## config.mk

```make
export PLATFORM = sky130hd
export DESIGN_NAME = assoc_cache
export DESIGN_NICKNAME = d
export VERILOG_FILES = /design/src/rtl/cache_sim_pkg.sv /design/src/rtl/lru_age_update.sv /design/src/rtl/assoc_cache.sv
export SDC_FILE = /design/constraint.sdc
export NUM_CORES = 2
export LEC_CHECK = 0
export ABC_AREA = 1
export ABC_CLOCK_PERIOD_IN_PS = 5300
export CORE_MARGIN = 1.5
export CORE_UTILIZATION = 45
export DETAILED_ROUTE_END_ITERATION = 16
export PLACE_DENSITY_LB_ADDON = 0.12
export SYNTH_ARGS = -nofsm -noshare
export SYNTH_HDL_FRONTEND = slang
export SYNTH_HIERARCHICAL = 1
export SYNTH_SLANG_ARGS = --single-unit
```

## constraint.sdc

```tcl
create_clock -name clk -period 5.3 [get_ports clk]
set_input_delay 0.53 -clock clk [delete_from_list [all_inputs] [get_ports clk]]
set_output_delay 0.53 -clock clk [all_outputs]
set_load 0.01 [all_outputs]
```

## src/rtl/cache_sim_pkg.sv

```systemverilog
// State encoding and address-field width helpers shared by the cache simulator blocks.
package cache_sim_pkg;

   localparam logic [1:0] ST_IDLE_ENC   = 2'd0;
   localparam logic [1:0] ST_LOOKUP_ENC = 2'd1;
   localparam logic [1:0] ST_FILL_ENC   = 2'd2;
   localparam logic [1:0] ST_FLUSH_ENC  = 2'd3;

   typedef enum logic [1:0] {
      ST_IDLE   = ST_IDLE_ENC,
      ST_LOOKUP = ST_LOOKUP_ENC,
      ST_FILL   = ST_FILL_ENC,
      ST_FLUSH  = ST_FLUSH_ENC
   } state_t;

   function automatic int tag_width(input int addr_w, input int offset_w, input int index_w);
      return addr_w - offset_w - index_w;
   endfunction

   function automatic int way_width(input int ways);
      return $clog2(ways);
   endfunction

endpackage

```

## src/rtl/lru_age_update.sv

```systemverilog
// True-LRU age vector update for one set: accessed way becomes age 0, younger ways age by one.
module lru_age_update #(
   parameter int WAYS  = 4,
   parameter int WAY_W = $clog2(WAYS)
) (
   input  logic [WAYS-1:0][WAY_W-1:0] ages,
   input  logic [WAY_W-1:0]           way,
   output logic [WAYS-1:0][WAY_W-1:0] ages_next,
   output logic [WAY_W-1:0]           lru_way
);
   logic [WAY_W-1:0] acc_age;

   assign acc_age = ages[way];

   generate
      for (genvar gi = 0; gi < WAYS; gi++) begin : g_age
         assign ages_next[gi] = (WAY_W'(gi) == way)  ? '0 :
                                (ages[gi] < acc_age) ? ages[gi] + 1'b1 :
                                                       ages[gi];
      end
   endgenerate

   // Ages form a permutation, so exactly one way carries the oldest age.
   always_comb begin
      lru_way = '0;
      for (int i = 0; i < WAYS; i++) begin
         if (ages[i] == WAY_W'(WAYS - 1)) lru_way = WAY_W'(i);
      end
   end

endmodule

```

## src/rtl/assoc_cache.sv

```systemverilog
// N-way set-associative tag-only cache: valid/ready lookups, true-LRU allocation,
// sequential flush and saturating hit/miss statistics.
module assoc_cache
   import cache_sim_pkg::*;
#(
   parameter int ADDR_W   = 32,
   parameter int OFFSET_W = 3,
   parameter int INDEX_W  = 4,
   parameter int WAYS     = 4,
   parameter int CNT_W    = 32
) (
   input  logic                    clk,
   input  logic                    rst_n,
   input  logic                    req_valid,
   output logic                    req_ready,
   input  logic [ADDR_W-1:0]       req_addr,
   input  logic                    flush,
   output logic                    resp_valid,
   output logic                    resp_hit,
   output logic [$clog2(WAYS)-1:0] resp_way,
   output logic [CNT_W-1:0]        hit_count,
   output logic [CNT_W-1:0]        miss_count
);
   localparam int SETS  = 2 ** INDEX_W;
   localparam int TAG_W = tag_width(ADDR_W, OFFSET_W, INDEX_W);
   localparam int WAY_W = way_width(WAYS);

   typedef logic [WAYS-1:0][WAY_W-1:0] ages_t;

   state_t             state_reg, state_next;
   logic [TAG_W-1:0]   tag_reg;
   logic [INDEX_W-1:0] index_reg;
   logic [WAY_W-1:0]   victim_reg;
   logic [INDEX_W-1:0] flush_ptr_reg;
   logic               hit_hold_reg;
   logic [WAY_W-1:0]   way_hold_reg;
   logic [CNT_W-1:0]   hit_count_reg, miss_count_reg;

   logic [WAYS-1:0]    valid_reg [SETS];
   ages_t              age_reg   [SETS];
   logic [TAG_W-1:0]   tag_mem   [SETS][WAYS];

   ages_t              age_init, ages_next;
   logic [WAYS-1:0]    match;
   logic               hit, free_found;
   logic [WAY_W-1:0]   hit_way, free_way, lru_way, victim, acc_way, lookup_way;
   logic               offset_unused;

   assign offset_unused = ^req_addr[OFFSET_W-1:0];

   generate
      for (genvar gi = 0; gi < WAYS; gi++) begin : g_way
         assign age_init[gi] = WAY_W'(gi);
         assign match[gi]    = valid_reg[index_reg][gi] && (tag_mem[index_reg][gi] == tag_reg);
      end
   endgenerate

   always_comb begin
      hit        = 1'b0;
      hit_way    = '0;
      free_found = 1'b0;
      free_way   = '0;
      for (int i = 0; i < WAYS; i++) begin
         if (match[i]) begin
            hit     = 1'b1;
            hit_way = WAY_W'(i);
         end
      end
      for (int i = WAYS - 1; i >= 0; i--) begin
         if (!valid_reg[index_reg][i]) begin
            free_found = 1'b1;
            free_way   = WAY_W'(i);
         end
      end
   end

   assign victim     = free_found ? free_way : lru_way;
   assign lookup_way = hit ? hit_way : victim;
   // FILL ages the way chosen during LOOKUP; LOOKUP ages the way that hit.
   assign acc_way    = (state_reg == ST_FILL) ? victim_reg : hit_way;

   lru_age_update #(
      .WAYS  (WAYS),
      .WAY_W (WAY_W)
   ) u_lru (
      .ages      (age_reg[index_reg]),
      .way       (acc_way),
      .ages_next (ages_next),
      .lru_way   (lru_way)
   );

   always_comb begin
      state_next = state_reg;
      case (state_reg)
         ST_IDLE:   if (flush) state_next = ST_FLUSH;
                    else if (req_valid) state_next = ST_LOOKUP;
         ST_LOOKUP: state_next = hit ? ST_IDLE : ST_FILL;
         ST_FILL:   state_next = ST_IDLE;
         ST_FLUSH:  if (flush_ptr_reg == INDEX_W'(SETS - 1)) state_next = ST_IDLE;
         default:   state_next = ST_IDLE;
      endcase
   end

   always_comb begin
      req_ready  = (state_reg == ST_IDLE);
      resp_valid = (state_reg == ST_LOOKUP);
      resp_hit   = hit_hold_reg;
      resp_way   = way_hold_reg;
      if (state_reg == ST_LOOKUP) begin
         resp_hit = hit;
         resp_way = lookup_way;
      end
   end

   always_ff @(posedge clk or negedge rst_n) begin
      if (!rst_n) begin
         state_reg      <= ST_IDLE;
         tag_reg        <= '0;
         index_reg      <= '0;
         victim_reg     <= '0;
         flush_ptr_reg  <= '0;
         hit_hold_reg   <= 1'b0;
         way_hold_reg   <= '0;
         hit_count_reg  <= '0;
         miss_count_reg <= '0;
         for (int s = 0; s < SETS; s++) begin
            valid_reg[s] <= '0;
            age_reg[s]   <= age_init;
         end
      end else begin
         state_reg <= state_next;
         case (state_reg)
            ST_IDLE: begin
               if (!flush && req_valid) begin
                  tag_reg   <= req_addr[ADDR_W-1 -: TAG_W];
                  index_reg <= req_addr[OFFSET_W +: INDEX_W];
               end
            end
            ST_LOOKUP: begin
               hit_hold_reg <= hit;
               way_hold_reg <= lookup_way;
               victim_reg   <= victim;
               if (hit) begin
                  age_reg[index_reg] <= ages_next;
                  if (hit_count_reg != {CNT_W{1'b1}}) hit_count_reg <= hit_count_reg + 1'b1;
               end else if (miss_count_reg != {CNT_W{1'b1}}) begin
                  miss_count_reg <= miss_count_reg + 1'b1;
               end
            end
            ST_FILL: begin
               valid_reg[index_reg][victim_reg] <= 1'b1;
               age_reg[index_reg]               <= ages_next;
            end
            ST_FLUSH: begin
               valid_reg[flush_ptr_reg] <= '0;
               age_reg[flush_ptr_reg]   <= age_init;
               flush_ptr_reg            <= flush_ptr_reg + 1'b1;
            end
            default: ;
         endcase
      end
   end

   // Tags need no reset: a line is only trusted once its valid bit is set.
   always_ff @(posedge clk) begin
      if (rst_n && state_reg == ST_FILL) tag_mem[index_reg][victim_reg] <= tag_reg;
   end

   assign hit_count  = hit_count_reg;
   assign miss_count = miss_count_reg;

endmodule
```

# Word level (Yosys, flattened, before mapping)
# Memory sizes are Yosys's and may differ from the RTL's.
# Cells that the tools add are included.
op_classes:
  addsub: 7
  multipliers: 0
  div_mod_pow: 0
  magnitude_cmp: 13
  eq_ne: 19
  n_shift: 0
  mux: 62
  bitwise: 10
  reduce_logical: 20
ops:
  columns: ["cell", "count"]
  rows:
  - ["case mux 128 bit (3 select lines)", 1]
  - ["AND 64 bit", 2]
  - ["bitwise mux 128 bit", 1]
  - ["2-to-1 mux 128 bit", 1]
  - ["inverter 64 bit", 2]
  - ["bitwise OR 64 bit", 2]
  - ["case mux 64 bit (2 select lines)", 1]
  - ["equality test 25 bit", 4]
  - ["2-to-1 mux 100 bit", 1]
  - ["adder 32 x 1 -> 32 bit (second input constant)", 2]
  - ["demux 8 bit (select 4 bit)", 2]
  - ["inequality test 32 bit (second input constant)", 2]
  - ["demux 25 bit (select 2 bit)", 1]
  - ["2-to-1 mux 2 bit", 25]
  - ["binary-select mux 8 bit (select 4 bit)", 1]
  - ["demux 4 bit (select 4 bit)", 2]
  - ["2-to-1 mux 8 bit", 4]
  - ["2-to-1 mux 25 bit", 1]
  - ["binary-select mux 4 bit (select 4 bit)", 1]
  - ["2-to-1 mux 4 bit", 4]
  - ["2-to-1 mux 1 bit", 13]
  - ["equality test 2 bit (second input constant)", 5]
  - [">= comparator 5 bit (second input constant)", 2]
  - ["logical AND 1 bit", 10]
  - ["27 further kinds", 41]
word_totals:
  reg_bits: 296
  latch_bits: 0
  ramBits: 1600
  rom_bits: 0
  inputBits: 36
  out_inout_bits: 69
  wordCells: 221
  mem_count: 1
memory_table:
  columns: ["name", "words", "width", "read_ports", "rd_clocked_by_memory_dff", "wr", "line", "rtl"]
  rows:
  - ["tag_mem", 16, 100, 1, 0, 1, "assoc_cache.sv:41", "logic [TAG_W-1:0] tag_mem [SETS][WAYS];"]

# Depth between registers and ports, before layout
logic_depth:
  ltp_word: 17
  depth_mapped: 37
  mapped_depth_nobuf: 33

# Cells and area by module
# The synthesis kept the hierarchy.
modules_own_cells:
  columns: ["mod", "instances", "cells_each", "area_each_um2"]
  rows:
  - ["assoc_cache", 1, 8617, 83567.6]
  - ["lru_age_update", 1, 78, 421.7]

# Least setup slack after synthesis
# OpenSTA, ideal clock, no wires.
synth_timing:
  path_type: "register -> register"
  startpoint: "register tag_reg[3]"
  endpoint: "register age_reg[1] (netlist name)"
  setup_ns: 0.083
  arrival_time_ns: 4.515
  required_time_ns: 5.217
  path_slack_ns: 0.702
  path_stages_with_launch: 27
  path_buffers: 1
  synth_period_minus_slack_ns: 4.598
  cell_sequence: "dfrtp_1 > inv_1 > o21ai_1 > nand2_1 > nor2_1 > nand2_1 > nor2_1 > nand2_1 > nor2_1 > o21ai_0 > o21ai_0 > o21ai_0 > inv_1 > inv_2 > nand2_1 > o21ai_0 > a221oi_1 > ha_1 > inv_1 > nand3_1 > xor2_1 > a21oi_1 > buf_1 > nand2_1 > o22ai_1 > inv_1 > o21ai_0"
synth_rtl:
  columns: ["element", "line", "rtl"]
  rows:
  - ["start: declaration", "assoc_cache.sv:31", "logic [TAG_W-1:0] tag_reg;"]
  - ["start signal: assignment", "assoc_cache.sv:135", "tag_reg <= req_addr[ADDR_W-1 -: TAG_W];"]
  - ["end signal: indexed assignment", "assoc_cache.sv:128", "age_reg[s] <= age_init;"]
  - ["end signal: indexed assignment", "assoc_cache.sv:144", "age_reg[index_reg] <= ages_next;"]
  - ["end signal: indexed assignment", "assoc_cache.sv:152", "age_reg[index_reg] <= ages_next;"]
  - ["end: declaration", "assoc_cache.sv:40", "ages_t age_reg [SETS];"]

==> reports/summary.log <==
INFO  layout         layout.cells.most_common_list=4,237 x nand2_1, 1,600 x edfxtp_1, 527 x buf_4
INFO  setup_path     critical_path.top_delay_family=buffers and inverters
INFO  setup_path     reg2regPathDepth=34
INFO  sta            final-setup-viol-count=0
INFO  pwr            p_leak=40.5nW
INFO  sta            worst_hold_slack=182ps
INFO  outcome        status=finished clean
INFO  logic_synthesis synth_flop_cell=edfxtp_1
INFO  clock_network  clock_path_buffers=3
INFO  logic_synthesis yosys-mux-area-fraction=0.0268%
INFO  clock_network  tritoncts_num_sinks=1,896
INFO  setup_path     kind_of_start_point_of_the_critical_path=register
INFO  setup_path     worstSetupStartpoint=index_reg[0]$_DFFE_PN0P_
INFO  clock_network  clock_latency=870ps
INFO  sta            post-route-period-util=97.5%
INFO  detailed_routing drt_wl_total=277,000um
INFO  placed_design  place.port_buffers=101
INFO  clock_network  clock_tree.root_cell=clkbuf_16
INFO  floorplanning  floorplan.rows=158
INFO  logic_synthesis synth-xor-area-share=0.542%
INFO  clock_network  cts_max_level=4
INFO  setup_path     timing.critical_path.to_type=register
INFO  detailed_routing dr_total_vias=63,752
INFO  setup_path     critPathRequiredTime=6070ps
INFO  layout         largest_register_ff_count=1,600
INFO  sta            finalMaxSlewViolations=0
INFO  detailed_routing detail_route.iter0.violations=6,926
INFO  placed_design  place_hpwl=173,000um
INFO  sta            clock_skew=29.0ps
INFO  setup_path     worst-endpoint-arrival=5930ps
INFO  layout         fin_area=101,000um^2
INFO  setup_path     worst_r2r_startpoint=index_reg[0]$_DFFE_PN0P_
INFO  setup_path     max_stage_delay=540ps
INFO  floorplanning  fp.dieH=435um
INFO  setup_path     timing.reg2reg.setup_slack=130ps
INFO  clock_network  cts-buffers-inserted=201
INFO  clock_network  tritoncts=yes
INFO  layout         finalCoreUtilization=54.3%
INFO  logic_synthesis yosys.area.top_type_share=57.2%
INFO  setup_path     timing.critical_path.buf_inv=11
INFO  setup_path     worst-setup-path-type=register to register
INFO  placed_design  dp_slack=-932ps
INFO  logic_synthesis share_of_synthesized_registers_carrying_an_async_set_or_reset=15.6%
INFO  layout         multi_input_area=25,900um^2
INFO  global_routing grt_pass1_vias=60,156
INFO  sta            setup-tns-final=0ps
INFO  logic_synthesis synth_edf_count=1,600
INFO  logic_synthesis synthesis.area_per_instance=9.66um^2
INFO  setup_path     rr_endpoint=age_reg[68]$_DFFE_PN0P_
INFO  setup_path     timing.critical_path.depth=34
INFO  setup_path     setup.worst_path.end=age_reg[68]$_DFFE_PN0P_
INFO  detailed_routing drt-vias-per-instance=5.34
INFO  detailed_routing drt-pass1-iter-count=6
INFO  global_routing grt_antenna_before_repair=9
INFO  layout         mostFrequentLayoutCell=nand2_1
INFO  pwr            vdd.ir_drop.worst=0.000381V
INFO  setup_path     worstPathMaxFanout=6
INFO  layout         area.sequential=55,600um^2
INFO  sta            final-hold-violation-count=0
INFO  sta            worst-slew-pin-transition=1170ps
INFO  detailed_routing routed_wire_length_per_instance=23.2um
INFO  pwr            power.density=591nW/um^2
INFO  logic_synthesis syn_inst=8,695
INFO  logic_synthesis synth_largest_area_cell=edfxtp_1
INFO  detailed_routing drcViolationCount=0
INFO  sta            post-route-min-period=5170ps
INFO  logic_synthesis synth_fp_nets=8,744
INFO  global_routing grt_max_degree=133
INFO  layout         final_cells=11,948
INFO  min_path       holdCritPathClass=input pin to asynchronous set/reset pin
INFO  logic_synthesis netlist_top_cells_area=edfxtp_1 57%, nand2_1 19%, dfrtp_1 6.9%
INFO  sta            grt_setup_unrepaired=true
INFO  global_routing total_overflow_reported_by_the_global_router=0
INFO  logic_synthesis synth-seq-area-share=66.1%
INFO  floorplanning  design.core.area=185,000um^2
INFO  logic_synthesis synth-simple-area-share=24.2%
INFO  setup_path     crit_path_frequent_cell=nand2_1
INFO  sta            max_freq=194MHz
INFO  floorplanning  fp.dieArea=189,000um^2
INFO  floorplanning  ios=105
INFO  floorplanning  horizontal_die_dimension=435um
INFO  detailed_routing antenna_violating_nets_post_route=0
INFO  logic_synthesis ys_ff_latch=1,896
INFO  logic_synthesis adder_and_majority_gate_portion_of_the_synthesized_area=0.194%
INFO  placed_design  dpl-instance-area=92,100um^2
INFO  placed_design  placed_instances=11,494
INFO  logic_synthesis synth_compound_area_share=4.84%
INFO  pwr            p_total=59.5mW
INFO  layout         final_layout_size_suffix_gt1_share=14.2%
INFO  layout         layout.nets=9,340
INFO  placed_design  finalWeightedCongestion=0.953
INFO  global_routing grt_pass1_wl=400,000um
INFO  sta            relSlewSlack=21.7%
INFO  floorplanning  floorplan.initialDensity=45.3%
INFO  layout         syn2layout_area_growth=19.9%
INFO  logic_synthesis post_syn_area=84,000um^2
INFO  global_routing grtUsageTotal=28.4%
INFO  sta            timing.final.ws_setup=134ps
INFO  run            number_of_max_capacitance_violations_reported=0
INFO  logic_synthesis synth_top_family_by_area=simple AND/OR/NAND/NOR gates
INFO  logic_synthesis synth.distinct_cells=44
INFO  setup_path     critical-path-slowest-cell=dfrtp_4
INFO  layout         fillerInstances=16,534
INFO  logic_synthesis yosys_warns=6
INFO  clock_network  clkTransAtPathRegs=60ps
==> where the power goes <==
group / internal [mW] / switching, mW
registers: 18.7 / 0.726
clock network: 7.80 / 5.97
logic: 8.75 / 17.6
==> layout make-up <==
type                            count  share of cell area (%)
Timing Repair Buffer              788                    7.97
Multi-Input combinational cell   5986                    25.7
Sequential cell                  1896                    55.2
Inverter                          413                    1.60
Tap cell                         2480                    3.08
Antenna cell                        1                 0.00248
Clock buffer                      297                    5.62
Clock inverter                     82                   0.713
Timing Repair inverter              5                  0.0671
==> layer usage <==
layer  routed length [um]  track usage (%)  vias to the layer above
met3                20300             4.09                      443
li1                     -                -                    29904
met1               120000             40.3                    30971
met4                10800             10.4                        2
met2               126000             44.6                     2432
met5                   12                0                        -
==> Yosys cell counts (4+ instances only) <==
| cell | number |
|---|---|
| nand2_1 | 4325 |
| edfxtp_1 | 1600 |
| nor2_1 | 491 |
| inv_1 | 401 |
| o21ai_0 | 306 |
| dfrtp_1 | 232 |
| nand3_1 | 218 |
| buf_2 | 192 |
| clkbuf_1 | 131 |
| o22ai_1 | 96 |
| a21oi_1 | 93 |
| o21ai_1 | 83 |
| nor3_1 | 76 |
| dfstp_2 | 64 |
| buf_1 | 56 |
| nand4_1 | 50 |
| a31oi_1 | 46 |
| o221ai_1 | 40 |
| xor2_1 | 40 |
| o32a_1 | 32 |
| buf_6 | 14 |
| ha_1 | 13 |
| xnor2_1 | 12 |
| nand3b_1 | 11 |
| nand2_2 | 9 |
| nand3_4 | 9 |
| nor4_1 | 7 |
| buf_4 | 6 |
| clkinv_1 | 6 |
| inv_2 | 6 |
| and2_1 | 4 |
| o21bai_1 | 4 |
==> logic make-up after synthesis <==
| group | Yosys count |
|---|---|
| mux | 2 |
| flops | 1896 |
| buf+inv | 813 |
| fa+ha+maj | 13 |
| compound gates | 708 |
| xor+xnor | 52 |
| simple gates | 5211 |
==> worst min-delay path by stage <==
stage	start	to	slack [ps]	cells past startpoint
after CTS	rst_n	miss_count[2]$_DFFE_PN0P_	170	2
after global routing	rst_n	miss_count[28]$_DFFE_PN0P_	200	2
after floorplan	rst_n	age_reg[0]$_DFFE_PN0P_	230	0
final	rst_n	miss_count[26]$_DFFE_PN0P_	180	2
after detailed placement	age_reg[93]$_DFFE_PN1P_	age_reg[93]$_DFFE_PN1P_	460	2
after global placement	age_reg[82]$_DFFE_PN1P_	age_reg[82]$_DFFE_PN1P_	460	2
==> repair_timing <==
item                                   4_1_cts  5_1_grt
endpoints found under the hold margin       64        0
gates cloned                                10       22
pin swaps                                   10       54
gates resized for setup                    116      267
setup endpoints to repair                  131      131
hold buffers                                 1        0
setup buffers                               14       27
No activity file was read; power rests on OpenSTA's default activity.
